[config.mk]
export PLATFORM = sky130hd
export DESIGN_NAME = branch_resolve_unit
export DESIGN_NICKNAME = d
export VERILOG_FILES = /design/src/rtl/branch_resolve_unit.sv
export SDC_FILE = /design/constraint.sdc
export NUM_CORES = 2
export LEC_CHECK = 0
export CELL_PAD_IN_SITES_DETAIL_PLACEMENT = 0
export CELL_PAD_IN_SITES_GLOBAL_PLACEMENT = 1
export CORE_MARGIN = 8
export CORE_UTILIZATION = 53
export CTS_CLUSTER_DIAMETER = 150
export DETAILED_ROUTE_END_ITERATION = 16
export PLACE_DENSITY = 0.95
export SYNTH_ARGS = -nofsm -noshare
export SYNTH_HDL_FRONTEND = slang
export SYNTH_SLANG_ARGS = --single-unit
[constraint.sdc]
create_clock -name clk -period 11.6 [get_ports clk]
set_input_delay 2.32 -clock clk [delete_from_list [all_inputs] [get_ports clk]]
set_output_delay 2.32 -clock clk [all_outputs]
set_load 0.01 [all_outputs]
[src/rtl/branch_resolve_unit.sv]
// ============================================================================
// branch_resolve_unit
//
// Purpose:
//   Execute-stage control-flow resolver with a fetch-side, direct-mapped
//   branch target buffer (BTB) for the pipelined RV32I core.
//     - Fetch side: combinational BTB lookup on PCF gives a next-PC prediction.
//     - Execute side: evaluates the branch condition, computes the correct next
//       PC, flags a mispredict and asks the F/D and D/E registers to flush.
//     - Training: 2-bit saturating counters and targets are updated as
//       conditional branches and JALs resolve (JALR never trains).
//
// Optional feature macro:
//   BRANCH_STATS_EN - when defined, BranchCount / MispredictCount are live
//                     wrapping counters; when undefined they are tied to 0.
//
// Ports:
//   clk, rst_n                  clock (rising edge), async active-low reset
//   PCF                         fetch PC
//   PredTakenF, PredTargetF     BTB prediction for PCF
//   ValidE, StallE              E-stage holds a real instruction / is held
//   BranchE, JumpE, JALRE       decoded control (JALR asserts JumpE too)
//   funct3E, SrcAE, SrcBE       branch condition and operands
//   PCE, PCPlus4E, PCTargetE,
//   ALUResultE                  E-stage PC candidates
//   PredTakenE, PredTargetE     fetch prediction carried down the pipe
//   RedirectE, RedirectPCE      mispredict and the correct next PC
//   FlushD, FlushE              flush requests (equal to RedirectE)
//   BranchCount, MispredictCount statistics
// ============================================================================
module branch_resolve_unit #(
   parameter int WIDTH       = 32,
   parameter int BTB_ENTRIES = 16,
   parameter int CNT_WIDTH   = 32
) (
   input  logic                 clk,
   input  logic                 rst_n,
   input  logic [WIDTH-1:0]     PCF,
   output logic                 PredTakenF,
   output logic [WIDTH-1:0]     PredTargetF,
   input  logic                 ValidE,
   input  logic                 StallE,
   input  logic                 BranchE,
   input  logic                 JumpE,
   input  logic                 JALRE,
   input  logic [2:0]           funct3E,
   input  logic [WIDTH-1:0]     SrcAE,
   input  logic [WIDTH-1:0]     SrcBE,
   input  logic [WIDTH-1:0]     PCE,
   input  logic [WIDTH-1:0]     PCPlus4E,
   input  logic [WIDTH-1:0]     PCTargetE,
   input  logic [WIDTH-1:0]     ALUResultE,
   input  logic                 PredTakenE,
   input  logic [WIDTH-1:0]     PredTargetE,
   output logic                 RedirectE,
   output logic [WIDTH-1:0]     RedirectPCE,
   output logic                 FlushD,
   output logic                 FlushE,
   output logic [CNT_WIDTH-1:0] BranchCount,
   output logic [CNT_WIDTH-1:0] MispredictCount
);

   localparam int IDX   = $clog2(BTB_ENTRIES);
   localparam int TAG_W = WIDTH - IDX - 2;

   logic             btb_valid  [BTB_ENTRIES];
   logic [TAG_W-1:0] btb_tag    [BTB_ENTRIES];
   logic [1:0]       btb_cnt    [BTB_ENTRIES];
   logic [WIDTH-1:0] btb_target [BTB_ENTRIES];

   logic [IDX-1:0]   f_idx;
   logic [TAG_W-1:0] f_tag;
   logic             f_hit;
   logic [IDX-1:0]   e_idx;
   logic [TAG_W-1:0] e_tag;
   logic             e_hit;
   logic             cond;
   logic             taken;
   logic [WIDTH-1:0] next_pc;
   logic             mispredict;
   logic             upd;

   // Instruction-alignment bits and the JALR LSB are architecturally ignored.
   logic unused_bits;
   assign unused_bits = ^{PCF[1:0], PCE[1:0], ALUResultE[0]};

   assign f_idx = PCF[IDX+1:2];
   assign f_tag = PCF[WIDTH-1:IDX+2];
   assign e_idx = PCE[IDX+1:2];
   assign e_tag = PCE[WIDTH-1:IDX+2];

   // Fetch-side lookup. The counter's MSB set means "weakly or strongly taken".
   always_comb begin
      f_hit       = btb_valid[f_idx] && (btb_tag[f_idx] == f_tag);
      PredTakenF  = f_hit && btb_cnt[f_idx][1];
      PredTargetF = f_hit ? btb_target[f_idx] : '0;
   end

   // Execute-side resolution: branch condition, true next PC and mispredict.
   // A correct direction is still a mispredict when a taken prediction
   // pointed at the wrong target.
   always_comb begin
      cond = 1'b0;
      unique case (funct3E)
         3'b000:  cond = (SrcAE == SrcBE);
         3'b001:  cond = (SrcAE != SrcBE);
         3'b100:  cond = ($signed(SrcAE) <  $signed(SrcBE));
         3'b101:  cond = ($signed(SrcAE) >= $signed(SrcBE));
         3'b110:  cond = (SrcAE <  SrcBE);
         3'b111:  cond = (SrcAE >= SrcBE);
         default: cond = 1'b0;
      endcase
      taken = (BranchE && cond) || JumpE;
      if (JumpE && JALRE)
         next_pc = {ALUResultE[WIDTH-1:1], 1'b0};
      else if (taken)
         next_pc = PCTargetE;
      else
         next_pc = PCPlus4E;
      mispredict  = (PredTakenE != taken) ||
                    (PredTakenE && taken && (PredTargetE != next_pc));
      RedirectE   = ValidE && mispredict;
      RedirectPCE = RedirectE ? next_pc : '0;
      FlushD      = RedirectE;
      FlushE      = RedirectE;
   end

   // Training qualifier: a stalled E stage must not train twice, and JALR
   // targets are register-dependent so they are never cached.
   always_comb begin
      upd   = ValidE && !StallE && (BranchE || (JumpE && !JALRE));
      e_hit = btb_valid[e_idx] && (btb_tag[e_idx] == e_tag);
   end

   // BTB storage. Conditional branches move their counter by one step and
   // only allocate when taken; JALs always (re)install as strongly taken,
   // overwriting whatever aliased into the same index.
   always_ff @(posedge clk or negedge rst_n) begin
      if (!rst_n) begin
         for (int i = 0; i < BTB_ENTRIES; i++) begin
            btb_valid[i]  <= 1'b0;
            btb_tag[i]    <= '0;
            btb_cnt[i]    <= 2'd0;
            btb_target[i] <= '0;
         end
      end else if (upd) begin
         if (BranchE) begin
            if (e_hit) begin
               if (taken) begin
                  if (btb_cnt[e_idx] != 2'd3)
                     btb_cnt[e_idx] <= btb_cnt[e_idx] + 2'd1;
                  btb_target[e_idx] <= PCTargetE;
               end else if (btb_cnt[e_idx] != 2'd0) begin
                  btb_cnt[e_idx] <= btb_cnt[e_idx] - 2'd1;
               end
            end else if (taken) begin
               btb_valid[e_idx]  <= 1'b1;
               btb_tag[e_idx]    <= e_tag;
               btb_target[e_idx] <= PCTargetE;
               btb_cnt[e_idx]    <= 2'd2;
            end
         end else begin
            btb_valid[e_idx]  <= 1'b1;
            btb_tag[e_idx]    <= e_tag;
            btb_target[e_idx] <= PCTargetE;
            btb_cnt[e_idx]    <= 2'd3;
         end
      end
   end

`ifdef BRANCH_STATS_EN
   // Statistics count once per retired E-stage event; both wrap naturally.
   always_ff @(posedge clk or negedge rst_n) begin
      if (!rst_n) begin
         BranchCount     <= '0;
         MispredictCount <= '0;
      end else if (ValidE && !StallE) begin
         if (BranchE)
            BranchCount <= BranchCount + 1'b1;
         if (RedirectE)
            MispredictCount <= MispredictCount + 1'b1;
      end
   end
`else
   assign BranchCount     = '0;
   assign MispredictCount = '0;
`endif

endmodule

-- Word level (Yosys, flattened, before mapping)
Cells that the tools add are included.
- bits in registers: 976
- bits in latches: 0
- RAM bits: 0
- bits in read-only memories: 0
- bits of input ports: 267
- output and inout port bits: 132
- word-level logic and storage cells: 171
- memories kept: 0
- $add $sub $neg: 2
- multiply operators: 0
- div/mod/pow operators: 0
- magnitude comparators: 7
- eq/ne operators: 17
- shift operators: 0
- muxes and demuxes: 52
- bitwise gates (word level): 7
- reduce and logical (&&, ||, !) cells: 22
- operator list (cell ; number):
    $mux 416 ; 3
    $mux 512 ; 2
    $bwmux 512 ; 1
    $bwmux 416 ; 1
    $mux 32 ; 13
    $bmux 26 s4 ; 2
    $mux 26 ; 5
    $bmux 32 s4 ; 1
    $demux 32 s4 ; 1
    $demux 26 s4 ; 1
    $bwmux 32 ; 2
    $ge 32x32->1 ; 2
    $lt 32x32->1 ; 2
    $ne 32x32->1 ; 2
    $eq 26x26->1 ; 2
    $mux 16 ; 3
    $eq 32x32->1 ; 1
    $or 16x16->16 ; 2
    $or 32x32->32 ; 1
    $and 16x16->16 ; 1
    $bmux 2 s4 ; 2
    $not 16->16 ; 1
    $eq 3x3->1 const B ; 4
    $logic_and 1x1->1 ; 12
    24 further kinds ; 40

-- Depth between registers and ports, before layout
- word-level depth: 11
- mapped depth: 20
- mapped depth without buffers: 15

-- Worst setup path after synthesis
No wires, ideal clock.
- path type: input port to output port
- start point: input SrcBE[23]
- end point: output FlushE
- arrival: 6.368 ns
- data required time: 9.280 ns
- slack: 2.912 ns
- stages on the path: 19
- path buffers: 4
- path through: inv_1 -> ha_1 -> a21oi_2 -> o21ai_1 -> a221o_1 -> a211o_1 -> or4_4 -> and2_4 -> buf_6 -> nand2_4 -> buf_12 -> mux2_2 -> o21ai_0 -> o22ai_1 -> o41a_1 -> a211oi_4 -> buf_6 -> inv_1 -> buf_4
- cells in the longest elaborated chain, start to end: 10
- elaborated cells between the ends (all ways): 17
- those cells by class: 4 x order compare; 4 x eq/ne; 3 x mux; 6 x reduce/logical
- ends and longest elaborated chain (element ; RTL line ; RTL):
    start, declared ; 48 ; input logic [WIDTH-1:0] SrcBE,
    $ge 32x32->1 (tied with other cells) ; 110 ; 3'b111: cond = (SrcAE >= SrcBE);
    $pmux 1 s6 (*) ; 104 ; unique case (funct3E)
    $logic_and 1x1->1 (*) ; 113 ; taken = (BranchE && cond) || JumpE;
    $logic_or 1x1->1 (*) ; 113 ;
    $mux 32 ; 116 ; else if (taken)
    $mux 32 ; 114 ; if (JumpE && JALRE)
    $ne 32x32->1 ; 121 ; (PredTakenE && taken && (PredTargetE != next_pc));
    $logic_and 1x1->1 ; 121 ;
    $logic_or 1x1->1 (*) ; 120 ; mispredict = (PredTakenE != taken) ||
    $logic_and 1x1->1 (*) ; 122 ; RedirectE = ValidE && mispredict;
    end, declared ; 58 ; output logic FlushE,
Mark *: on every way between the ends. The rest lies on a longest branch, timed or not.

-- Worst setup path after layout
- start point: input SrcBE[23]
- end point: output RedirectPCE[15]
- cells in the longest elaborated chain, start to end: 11
- elaborated cells between the ends (all ways): 18
- those cells by class: 4 x order compare; 4 x eq/ne; 4 x mux; 6 x reduce/logical
- ends and longest elaborated chain (element ; RTL line ; RTL):
    $ge 32x32->1 (tied with other cells) ; 110 ;
    $pmux 1 s6 (*) ; 104 ;
    $logic_and 1x1->1 (*) ; 113 ;
    $logic_or 1x1->1 (*) ; 113 ;
    $mux 32 ; 116 ;
    $mux 32 ; 114 ;
    $ne 32x32->1 ; 121 ;
    $logic_and 1x1->1 ; 121 ;
    $logic_or 1x1->1 ; 120 ;
    $logic_and 1x1->1 ; 122 ;
    $mux 32 (*) ; 123 ; RedirectPCE = RedirectE ? next_pc : '0;
    end, declared ; 56 ; output logic [WIDTH-1:0] RedirectPCE,
Marks and branches as above.

==> impl_metrics.env <==
export IMPL_die_x_um=326
export IMPL_syn2layout_area_growth_pct=14.7
export IMPL_critPathSlowestCell="o21ai_2"
export IMPL_placed_cell_area_um2=55200
export IMPL_cts_sinks=976
export IMPL_nFillCells=6921
export IMPL_grtUsageTotal_pct=27.4
export IMPL_synth_common_cells="dfrtp_1 (976), mux2_2 (882), mux4_2 (445), clkbuf_1 (208), nand2_1 (124)"
export IMPL_peakVddDrop_uv=121
export IMPL_rr_endpoint="btb_tag[110]"
export IMPL_core_rowCount=114
export IMPL_syn_avg_cell_area_um2=14.6
export IMPL_die_height_um=326
export IMPL_path_buf_inv=4
export IMPL_timing_rr_start="btb_tag[375]"
export IMPL_vias=32698
export IMPL_synthFlopType="dfrtp_1"
export IMPL_initial_utilization_pct=53.1
export IMPL_reg2reg_slack_ps=5800
export IMPL_finish_instance_area_um2=58600
export IMPL_hold_viol=0
export IMPL_grt_overflow=0
export IMPL_cp_start_kind="input port"
export IMPL_ff2ff_path_depth=9
export IMPL_setup_violations=0
export IMPL_worstMarginPinSlew_ps=1240
export IMPL_skew_ps=20.3
export IMPL_dp_cells=4853
export IMPL_synth_most_common_cell="dfrtp_1"
export IMPL_dr_pass1_iters=5
export IMPL_cellLeakagePower_nw=26.1
export IMPL_arrival_ps=8430
export IMPL_end_kind="output pin"
export IMPL_drtIter0Drc=3128
export IMPL_pin_count=399
export IMPL_post_route_util_pct=61.0
export IMPL_finalCritPeriodShare_pct=92.7
export IMPL_grt_pass1_wl_mm=224
export IMPL_core_um2=96100
export IMPL_max_freq_ghz=0.0930
export IMPL_cts_buffers=98
export IMPL_critPathMaxFanout=19
export IMPL_synth_seq_cells=976
export IMPL_critPathRequiredTime_ps=9280
export IMPL_clockBufferDepth=3
export IMPL_cp_top_family="compound AO/OA/AOI/OAI gates"
export IMPL_critical_path_class="in -> out"
export IMPL_relSlewSlack_pct=17.0
export IMPL_route_detailed_drc=0
export IMPL_maxCapViolCount=0
export IMPL_root_buffer="clkbuf_16"
export IMPL_synth_edf_count=0
export IMPL_worstHoldStart="btb_target[228]"
export IMPL_synth_area_um2=51100
export IMPL_period_minus_slack_ps=10750
export IMPL_yosysUniqueCellTypes=73
export IMPL_crit_chain="clkdlybuf4s50_1, inv_1, ha_1, a21oi_2, o21ai_1, a221o_1, a211o_1, o21ai_1, nand3_2, o21ai_2, o21ai_0, xnor2_1, or4_4, a211oi_4, buf_4, a211oi_1, clkdlybuf4s50_1"
export IMPL_ys_warn_count=0
export IMPL_via_per_inst=6.49
export IMPL_layout_drive_gt1_share_pct=43.7
export IMPL_min_path_type="reg -> reg"
export IMPL_path_clk_slew_ps=60
export IMPL_port_buffers=329
export IMPL_rsz0062_at_grt="no"
export IMPL_yosys_area_top_type="dfrtp_1"
export IMPL_ant_nets=0
export IMPL_multi_input_area_um2=24900
export IMPL_syn_inst=3498
export IMPL_grt_start_max_net_pins=166
export IMPL_clock_latency_ps=670
export IMPL_hold_buffers=0
export IMPL_ff_latch_area_um2=24400
export IMPL_cts_resized=0
export IMPL_max_stage_delay_ps=780
export IMPL_hpwlAfterDp_mm=90.8
export IMPL_antenna_found_initial=18
export IMPL_status="finished clean"
export IMPL_post_cts_buffers=0
export IMPL_die_area_um2=107000
export IMPL_min_path_cells=2
export IMPL_synth_area_leaders="dfrtp_1 (48%), mux4_2 (20%), mux2_2 (19%)"
export IMPL_fin_cells=5041
export IMPL_grt_pass1_vias=34782
export IMPL_min_to="btb_target[228]"
export IMPL_fin_hold_ws_ps=479
export IMPL_power_density_nw_per_um2=158
export IMPL_num_nets_final=3979
export IMPL_place_gp_congestion=0.947
export IMPL_post_drt_wl_per_cell_um=29.3
export IMPL_synthArstFlopShare_pct=100
export IMPL_synth_seq_area_share_pct=47.8
export IMPL_synth_top_area_share_pct=47.8
export IMPL_tns_ps=0
export IMPL_drv_slew=0
export IMPL_finalWirelength_mm=147
export IMPL_cts_tree="done"
export IMPL_htree_num_levels=3
worst max path at each step:
| stage | slack [ps] | end | start | depth (start not counted) |
|---|---|---|---|---|
| after floorplan | 2910 | FlushE | SrcBE[23] | 19 |
| after global placement | 1000 | RedirectPCE[15] | SrcBE[23] | 17 |
| after detailed placement | 960 | RedirectPCE[15] | SrcBE[23] | 17 |
| after CTS | 940 | RedirectPCE[15] | SrcBE[23] | 17 |
| after global routing | 710 | RedirectPCE[20] | SrcBE[23] | 18 |
| final | 850 | RedirectPCE[15] | SrcBE[23] | 17 |
through the flow:
stage	setup WS (ps)	power, mW
after floorplan	2910	5.40
after global placement	997	5.86
after detailed placement	962	5.96
after CTS	945	9.30
after global routing	707	9.62
final	852	9.28
layout make-up:
| cell class | count | share of cell area [%] |
|---|---|---|
| multi-input combinational | 2110 | 42.5 |
| sequential | 976 | 41.7 |
| timing repair buffer | 414 | 6.81 |
| clock buffer | 146 | 4.89 |
| tap | 1276 | 2.72 |
| clock inverter | 32 | 0.912 |
| inverter | 77 | 0.493 |
| antenna | 10 | 0.0427 |
worst reg2reg max path: stages (launching register included):
cell,delay [ps]
dfrtp_1,390
mux4_2,470
mux4_2,470
xnor2_1,430
nand4_1,230
nor4_1,780
nand3_1,800
nand4_1,1180
buf_4,510
mux2_2,390
routing by layer:
layer | part of all wire [%] | vias up | GRT usage [%]
met2 | 48 | 1628 | 43.7
met5 | 0.058 | - | 0
met3 | 10 | 380 | 7.42
met1 | 38 | 17248 | 36.1
met4 | 3.9 | 14 | 10.5
li1 | - | 13428 | -
flip-flops by register name, summed over array words and instances, names as in the netlist:
| name | count |
|---|---|
| btb_tag | 416 |
| btb_valid | 16 |
| btb_cnt | 32 |
| btb_target | 512 |
logic make-up after synthesis:
kind of cell,Yosys count,share of synthesized area [%]
XOR/XNOR,60,1.03
other,1,0.00734
adder cells (fa/ha/maj),35,0.857
flip-flops,976,47.8
buffers and inverters,475,4.18
AO/OA/AOI/OAI,259,3.32
AND/OR/NAND/NOR,353,3.52
multiplexers,1339,39.3
power by group:
| group | leakage, nW | total (mW) | switching, mW | internal, mW |
|---|---|---|---|---|
| combinational | 11.5 | 1.69 | 0.689 | 1.00 |
| clock | 1.66 | 3.35 | 1.37 | 1.98 |
| sequential | 13.0 | 4.24 | 0.315 | 3.92 |
placed cells by master, fill, tap and decap left out, types with 21 or more instances in the layout:
master             n
inv_1             76
clkbuf_8          21
nor2_1            50
nand2_1          113
clkbuf_16        100
nand2b_1          21
a21oi_1           25
nor2b_1           38
buf_4             82
clkdlybuf4s50_1  320
o21ai_0          100
clkbuf_1          27
ha_1              35
dfrtp_1          976
conb_1            64
mux2_2           882
xnor2_1           45
nand4_1           29
o22ai_1           30
mux4_2           445
Note: power is estimated with default switching activity, not from simulation.
